### src/rtl/pc_unit.sv
// Program-counter unit: holds the fetch address, selects the next PC from
// exception/branch/return/jump/sequential sources, and keeps a circular return-address stack.
module pc_unit #(
  parameter int                    PC_WIDTH     = 32,
  parameter logic [PC_WIDTH-1:0]   RESET_VECTOR = 32'h0000_0000,
  parameter logic [PC_WIDTH-1:0]   EXC_VECTOR   = 32'h0000_0080,
  parameter int                    STEP         = 4,
  parameter int                    RAS_DEPTH    = 4
) (
  input  logic                          clk,
  input  logic                          rst_n,
  input  logic                          stall,
  input  logic                          fetch_ready,
  input  logic                          br_taken,
  input  logic [PC_WIDTH-1:0]           br_target,
  input  logic                          jmp_valid,
  input  logic [PC_WIDTH-1:0]           jmp_target,
  input  logic                          call,
  input  logic                          ret,
  input  logic                          exc,
  output logic [PC_WIDTH-1:0]           pc_out,
  output logic                          pc_valid,
  output logic [$clog2(RAS_DEPTH):0]    ras_count,
  output logic                          ras_underflow
);

  localparam int CW = $clog2(RAS_DEPTH) + 1;
  localparam int PW = $clog2(RAS_DEPTH);
  localparam logic [PC_WIDTH-1:0] STEP_W = PC_WIDTH'(STEP);
  localparam logic [CW-1:0]       FULL   = CW'(RAS_DEPTH);

  localparam logic [1:0] S_BOOT  = 2'd0;
  localparam logic [1:0] S_RUN   = 2'd1;
  localparam logic [1:0] S_FLUSH = 2'd2;

  logic [1:0]          state_q, state_d;
  logic [PC_WIDTH-1:0] pc_q, pc_d;
  logic [CW-1:0]       cnt_q, cnt_d;
  logic [PW-1:0]       top_q, top_d;
  logic                uf_q, uf_d;
  logic                push;
  logic                advance;
  logic [PC_WIDTH-1:0] seq_pc;
  logic [PC_WIDTH-1:0] ras_mem [RAS_DEPTH];

  assign advance = (state_q == S_RUN) && fetch_ready && !stall;
  assign seq_pc  = pc_q + STEP_W;

  always_comb begin
    state_d = state_q;
    pc_d    = pc_q;
    cnt_d   = cnt_q;
    top_d   = top_q;
    uf_d    = uf_q;
    push    = 1'b0;
    case (state_q)
      S_BOOT: state_d = S_RUN;
      S_RUN: begin
        if (exc) begin
          pc_d    = EXC_VECTOR;
          state_d = S_FLUSH;
          cnt_d   = '0;
        end else if (br_taken) begin
          pc_d = br_target;
        end else if (advance && ret) begin
          if (cnt_q != '0) begin
            pc_d  = ras_mem[top_q];
            cnt_d = cnt_q - 1'b1;
            top_d = top_q - 1'b1;
          end else begin
            pc_d = seq_pc;
            uf_d = 1'b1;
          end
        end else if (advance && jmp_valid) begin
          pc_d = jmp_target;
          if (call) begin
            // A push onto a full stack silently overwrites the oldest slot.
            push  = 1'b1;
            top_d = top_q + 1'b1;
            if (cnt_q != FULL) cnt_d = cnt_q + 1'b1;
          end
        end else if (advance) begin
          pc_d = seq_pc;
        end
      end
      S_FLUSH: begin
        if (exc) begin
          pc_d  = EXC_VECTOR;
          cnt_d = '0;
        end else begin
          state_d = S_RUN;
        end
      end
      default: state_d = S_BOOT;
    endcase
  end

  always_ff @(posedge clk) begin
    if (!rst_n) begin
      state_q <= S_BOOT;
      pc_q    <= RESET_VECTOR;
      cnt_q   <= '0;
      top_q   <= '0;
      uf_q    <= 1'b0;
    end else begin
      state_q <= state_d;
      pc_q    <= pc_d;
      cnt_q   <= cnt_d;
      top_q   <= top_d;
      uf_q    <= uf_d;
    end
  end

  always_ff @(posedge clk) begin
    if (push) ras_mem[top_d] <= seq_pc;
  end

  assign pc_out        = pc_q;
  assign pc_valid      = (state_q == S_RUN);
  assign ras_count     = cnt_q;
  assign ras_underflow = uf_q;

endmodule

### config.mk
export PLATFORM = sky130hd
export DESIGN_NAME = pc_unit
export DESIGN_NICKNAME = d
export VERILOG_FILES = /design/src/rtl/pc_unit.sv
export SDC_FILE = /design/constraint.sdc
export NUM_CORES = 1
export LEC_CHECK = 0
export ABC_AREA = 1
export CELL_PAD_IN_SITES_DETAIL_PLACEMENT = 1
export CELL_PAD_IN_SITES_GLOBAL_PLACEMENT = 1
export CORE_MARGIN = 1
export CORE_UTILIZATION = 28
export DETAILED_ROUTE_END_ITERATION = 8
export GPL_ROUTABILITY_DRIVEN = 0
export PLACE_DENSITY = 0.64
export SYNTH_ARGS = -nofsm -noshare
export SYNTH_HDL_FRONTEND = slang
export SYNTH_SLANG_ARGS = --single-unit
### constraint.sdc
create_clock -name clk -period 4.5 [get_ports clk]
set_input_delay 0.45 -clock clk [delete_from_list [all_inputs] [get_ports clk]]
set_output_delay 0.45 -clock clk [all_outputs]
set_load 0.02 [all_outputs]
* Yosys cells after proc, flatten, opt, wreduce, memory -nomap -nowiden *
Memories as Yosys holds them, arrays and structs flattened. A register that Yosys moved wholly into a read port is not among the register bits.
Cells that the tools add are included.

word-level totals
  register bits = 40
  bits in latches = 0
  bits in writable memories = 128
  memory bits (read-only) = 0
  input port bits = 73
  output and inout port bits = 37
  memories = 1

cells by class
  add/subtract/negate cells = 5
  multiply operators = 0
  div/mod/pow operators = 0
  $lt $le $gt $ge = 0
  equal/unequal tests = 12
  shifts and indexed selects = 0
  multiplexer cells = 36
  bitwise gates (word level) = 3
  reduce and logical (&&, ||, !) cells = 12

memories
  memory   words  bits a word  read ports  clocked after Yosys merged registers in  wr ports  line  source
  ras_mem  4      32           1           1                                        1         44    logic [PC_WIDTH-1:0] ras_mem [RAS_DEPTH];

operator list
  kind                                                                     count
  32-bit two-way mux                                                       7
  32-bit case mux with 2 select lines                                      1
  32-bit by 3-bit adder with 32-bit output, second input constant          1
  3-bit two-way mux                                                        8
  2-bit two-way mux                                                        10
  1-bit two-way mux                                                        8
  4-bit by 2-bit inequality test with 1-bit output, second input constant  2
  4-bit by 3-bit inequality test with 1-bit output, second input constant  2
  7-bit AND reduction                                                      1
  2-bit inequality test, second input constant                             3
  3-bit inequality test, second input constant                             2
  6-bit by 3-bit inequality test with 1-bit output, second input constant  1
  2-bit case mux with 3 select lines                                       1
  3-bit case mux with 2 select lines                                       1
  5-bit AND reduction                                                      1
  1-bit logical AND                                                        4
  3-bit by 1-bit adder with 3-bit output, second input constant            1
  1-bit NOT                                                                3
  3-bit AND reduction                                                      1
  3-bit nonzero test                                                       1
  3-bit by 1-bit subtractor with 3-bit output, second input constant       1
  2-bit by 1-bit adder with 2-bit output, second input constant            1
  2-bit by 1-bit == test with 1-bit output, second input constant          1
  2-bit == test, second input constant                                     1
  other kinds (5)                                                          5

* Logic depth before layout (Yosys ltp) *
  depth after elaboration = 11
  gate-level depth with buffers = 15
  mapped depth without buffers = 15

* Worst setup path after synthesis *
No wires, ideal clock.

  kind = input-to-reg
  start = in stall
  end = mem ras_mem[0][0] (enable)
  setup time = 0.421 ns
  arrival time = 2.802 ns
  data required time = 4.079 ns
  slack = 1.276 ns
  stages = 12
  buffers on the path = 0
  path through = inv_1 nand2_1 nor2_8 nand2_1 inv_2 nand2_1 nand2_1 nand3_1 xor2_1 inv_1 nand2_1 nor2_1

on the way
  cells in the longest elaborated chain, start to end = 10
  elaborated cells on any way between the ends = 16
  classes of those cells = 12 x mux; 4 x reduce/logical

RTL lines
  item                                     line  source
  start, declared                          12    input logic stall,
  1-bit logical NOT *                      46    assign advance = (state_q == S_RUN) && fetch_ready && !stall;
  1-bit logical AND *                      46
  1-bit logical AND                        74    end else if (advance && jmp_valid) begin
  1-bit two-way mux                        74
  1-bit two-way mux                        65    end else if (advance && ret) begin
  1-bit two-way mux                        63    end else if (br_taken) begin
  1-bit two-way mux                        59    if (exc) begin
  1-bit two-way mux                        56    case (state_q)
  1-bit two-way mux                        115   if (push) ras_mem[top_d] <= seq_pc;
  1-bit two-way mux (not written as such)  115
  end, declared                            44

Mark *: on every way between the ends. The rest lies on a longest branch, timed or not.

* Worst setup path in the final report *
  start = reg top_q[0]
  end = mem ras_mem[2][18] (enable)

on the way
  cells in the longest elaborated chain, start to end = 7
  elaborated cells on any way between the ends = 9
  classes of those cells = 2 x add/sub; 7 x mux

RTL lines
  item                                    line  source
  start, declared                         39    logic [PW-1:0] top_q, top_d;
  start signal, assigned                  109   top_q <= top_d;
  2-bit by 1-bit adder with 2-bit output  79    top_d = top_q + 1'b1;
  2-bit two-way mux                       76    if (call) begin
  2-bit two-way mux                       74
  2-bit two-way mux                       65
  2-bit two-way mux                       63
  2-bit two-way mux                       59
  2-bit two-way mux *                     56

Marks and branches as above.

==> results.toml <==
[status]
status = "complete, no violations"

[grt]
grt_pass1_vias = 7068
grt_first_pass_wirelength_um = 42900
grt_max_degree = 43
grt_overflow_total = 0
grt_usage_pct = 18.5
antenna_found_initial = 0

[clock_tree]
cts_buffers = 17
htree_levels = 4
clock_sinks = 168
post_cts_buffers = 0
post_cts_resized = 0
cts.path.max_buffers = 2
hold_buffers = 0
insertion_delay_ns = 0.44
path_clk_slew_ns = 0.07
cts_tree = "built"
cts-root-buf = "clkbuf_16"

[routing]
first_pass_iters = 5
wirelength_um = 28200
wl_per_cell_um = 18.7
drtIter0Drc = 410
viasPerCell = 4.68
vias = 7069
drcViolationCount = 0
ant_nets = 0

[power]
leakage_nw = 4.16
power_density_nw_per_um2 = 336
vdd_ir_drop_max_v = 0.000210

[cells_and_area]
drive_gt1_share_pct = 9.72
nFillCells = 3449
final_cell_mix = "nand2_1, nor2_1, edfxtp_1"
nets = 1183
areaGrowthSynthToFinish_pct = 24.3
layout_commonest_cell = "nand2_1"
antenna_cells = 0
utilization_pct = 35.7

[floorplan]
ios = 110
die_h_um = 177
die_w_um = 177
placementRows = 63
die-area_um2 = 31400
start_util_pct = 28.7
core_area_um2 = 29900

[timing]
setup_viol = 0
fin_tns_setup_ns = 0
worst-slew-pin-transition_ns = 0.980
hold_viol_final = 0
slew_headroom_pct = 34.6
report.final.slew_viol_count = 0
min_period_over_period_pct = 69.7
fmax_mhz = 319
rsz0062_at_grt = "no"
finalWorstSetupSlack_ns = 1.36
fin_worst_skew_ns = 0.0176
fin_crit_ns = 3.14

[setup_path]
crit_chain = "buf_4, clkinv_1, xor2_1, inv_1, nand2_1, nor2_4, buf_4"
cp-startpoint = "top_q[0]"
cp_common_cell = "buf_4"
crit_fanout = 37
cp-end-kind = "register"
r2r-start = "top_q[0]"
arrival_ns = 3.24
cp-start-kind = "register"
required_ns = 4.60
worstRegToRegCells = 7
critPathSlowestCell = "dfxtp_2"
crit_type = "register to register"
crit_path_max_incr_delay_ns = 0.65
rr_endpoint = "ras_mem[2][18]"
r2r_setup_slack_ns = 1.36
cp-endpoint = "ras_mem[2][18]"

[yosys]
synth_cells = 1009
ys_seq_elements = 168
async_reset_ff_share_pct = 0
synth_nets = 1084
ys_seq_area_share_pct = 54.1
syn_avg_cell_area_um2 = 8.51
synth_top_flop_cell = "edfxtp_1"
ys_warn_count = 0
ys_types = 44
synth_area_um2 = 8580
synth_edf_count = 128

[placed_design]
place_hpwl_um = 20700
dp_slack_ns = 1.25
numPortBuffers = 109

[hold_path]
holdCritPathClass = "register to register"

[job]
drv_cap = 0
synth_stat cells (2+ instances only):
cell type | instances | area, µm²
nand3b_1 | 9 | 67.6
ha_1 | 2 | 25.0
nand3_2 | 9 | 90.1
edfxtp_1 | 128 | 3840
dfxtp_1 | 40 | 801
clkbuf_1 | 12 | 45.0
o21ai_0 | 52 | 260
o221ai_1 | 2 | 17.5
nor2_8 | 2 | 40.0
nand4_1 | 2 | 12.5
buf_4 | 5 | 37.5
a21oi_2 | 6 | 52.6
inv_2 | 10 | 37.5
inv_1 | 48 | 180
xor2_1 | 10 | 87.6
o21ai_2 | 4 | 35.0
o21a_1 | 2 | 15.0
nor2_4 | 8 | 90.1
nand3_1 | 58 | 290
o211ai_1 | 2 | 15.0
a21oi_1 | 32 | 160
nand2_4 | 2 | 22.5
o22ai_1 | 4 | 25.0
nand2_8 | 2 | 40.0
o21ai_1 | 17 | 85.1
nor2_1 | 134 | 503
nor2_2 | 4 | 25.0
buf_6 | 6 | 67.6
xor2_2 | 2 | 32.5
nor3_1 | 2 | 10.0
nand2_2 | 6 | 37.5
xnor2_1 | 4 | 35.0
buf_2 | 17 | 85.1
nand2_1 | 356 | 1340
how the worst min path moves through the flow:
stage	from	to	slack [ns]	cells past startpoint
floorplan	pc_out[0]	pc_out[0]	0.48	2
global placement	ras_underflow	ras_underflow	0.49	2
detailed placement	ras_underflow	ras_underflow	0.50	2
CTS	ras_underflow	ras_underflow	0.52	2
global route	ras_underflow	ras_underflow	0.53	2
finish	ras_underflow	ras_underflow	0.52	2
registers in the layout, summed over array words and instances, names as in the netlist:
name and count:
state_q 2, ras_mem 128, top_q 2, pc_out 32, ras_underflow 1, ras_count 3
per-layer routing:
layer / vias up / wire (µm) / track usage (%)
li1: 3517 / - / -
met1: 3425 / 14100 / 26.5
met2: 108 / 13000 / 29.1
met3: 19 / 732 / 2.10
met4: 0 / 364 / 5.28
met5: - / 0 / 0
critical path, delay by kind of cell (launching register included):
kind,cells,cell delay [ns]
xor+xnor,1,0.28
simple gates,2,0.51
flops,1,0.65
buf+inv,4,1.31
where the power goes:
group | internal, mW | total, mW | switching (mW) | leakage [nW]
clock network | 0.898 | 1.58 | 0.683 | 0.306
registers | 1.67 | 1.69 | 0.0233 | 1.52
logic | 0.126 | 0.309 | 0.183 | 2.33
total | 2.70 | 3.59 | 0.890 | 4.16
area by class of cell:
cell class / instances / area (µm²) / area share (%)
clock inverters: 15 / 201 / 1.89
clock buffers: 17 / 425 / 3.99
multi-input cells: 740 / 3500 / 32.8
inverters: 60 / 230 / 2.16
well taps: 390 / 488 / 4.57
repair buffers: 121 / 1180 / 11.1
flip-flops and latches: 168 / 4650 / 43.5
kinds of logic (layout without fill, tap and decap cells):
family | count (synthesis) | count (layout) | share of synthesized area (%)
and+or+nand+nor | 598 | 598 | 30.3
buffers and inverters | 101 | 213 | 5.47
DFF | 168 | 168 | 54.1
AOI/OAI and AO/OA | 124 | 124 | 8.00
xor gates and xnor gates | 16 | 16 | 1.81
adders and majority gates | 2 | 2 | 0.292
metrics by stage:
stage          area [µm²]  hold slack (ns)  total power, mW  std cells
3_5_place_dp        10000            0.503             2.04       1479
4_1_cts             10700            0.521             3.62       1511
2_1_floorplan        8580            0.483             1.88       1009
5_1_grt             10700            0.533             3.70       1511
3_3_place_gp        10000            0.491             2.04       1479
6_report            10700            0.523             3.59       1511
Power figures use the tool's default switching activity.
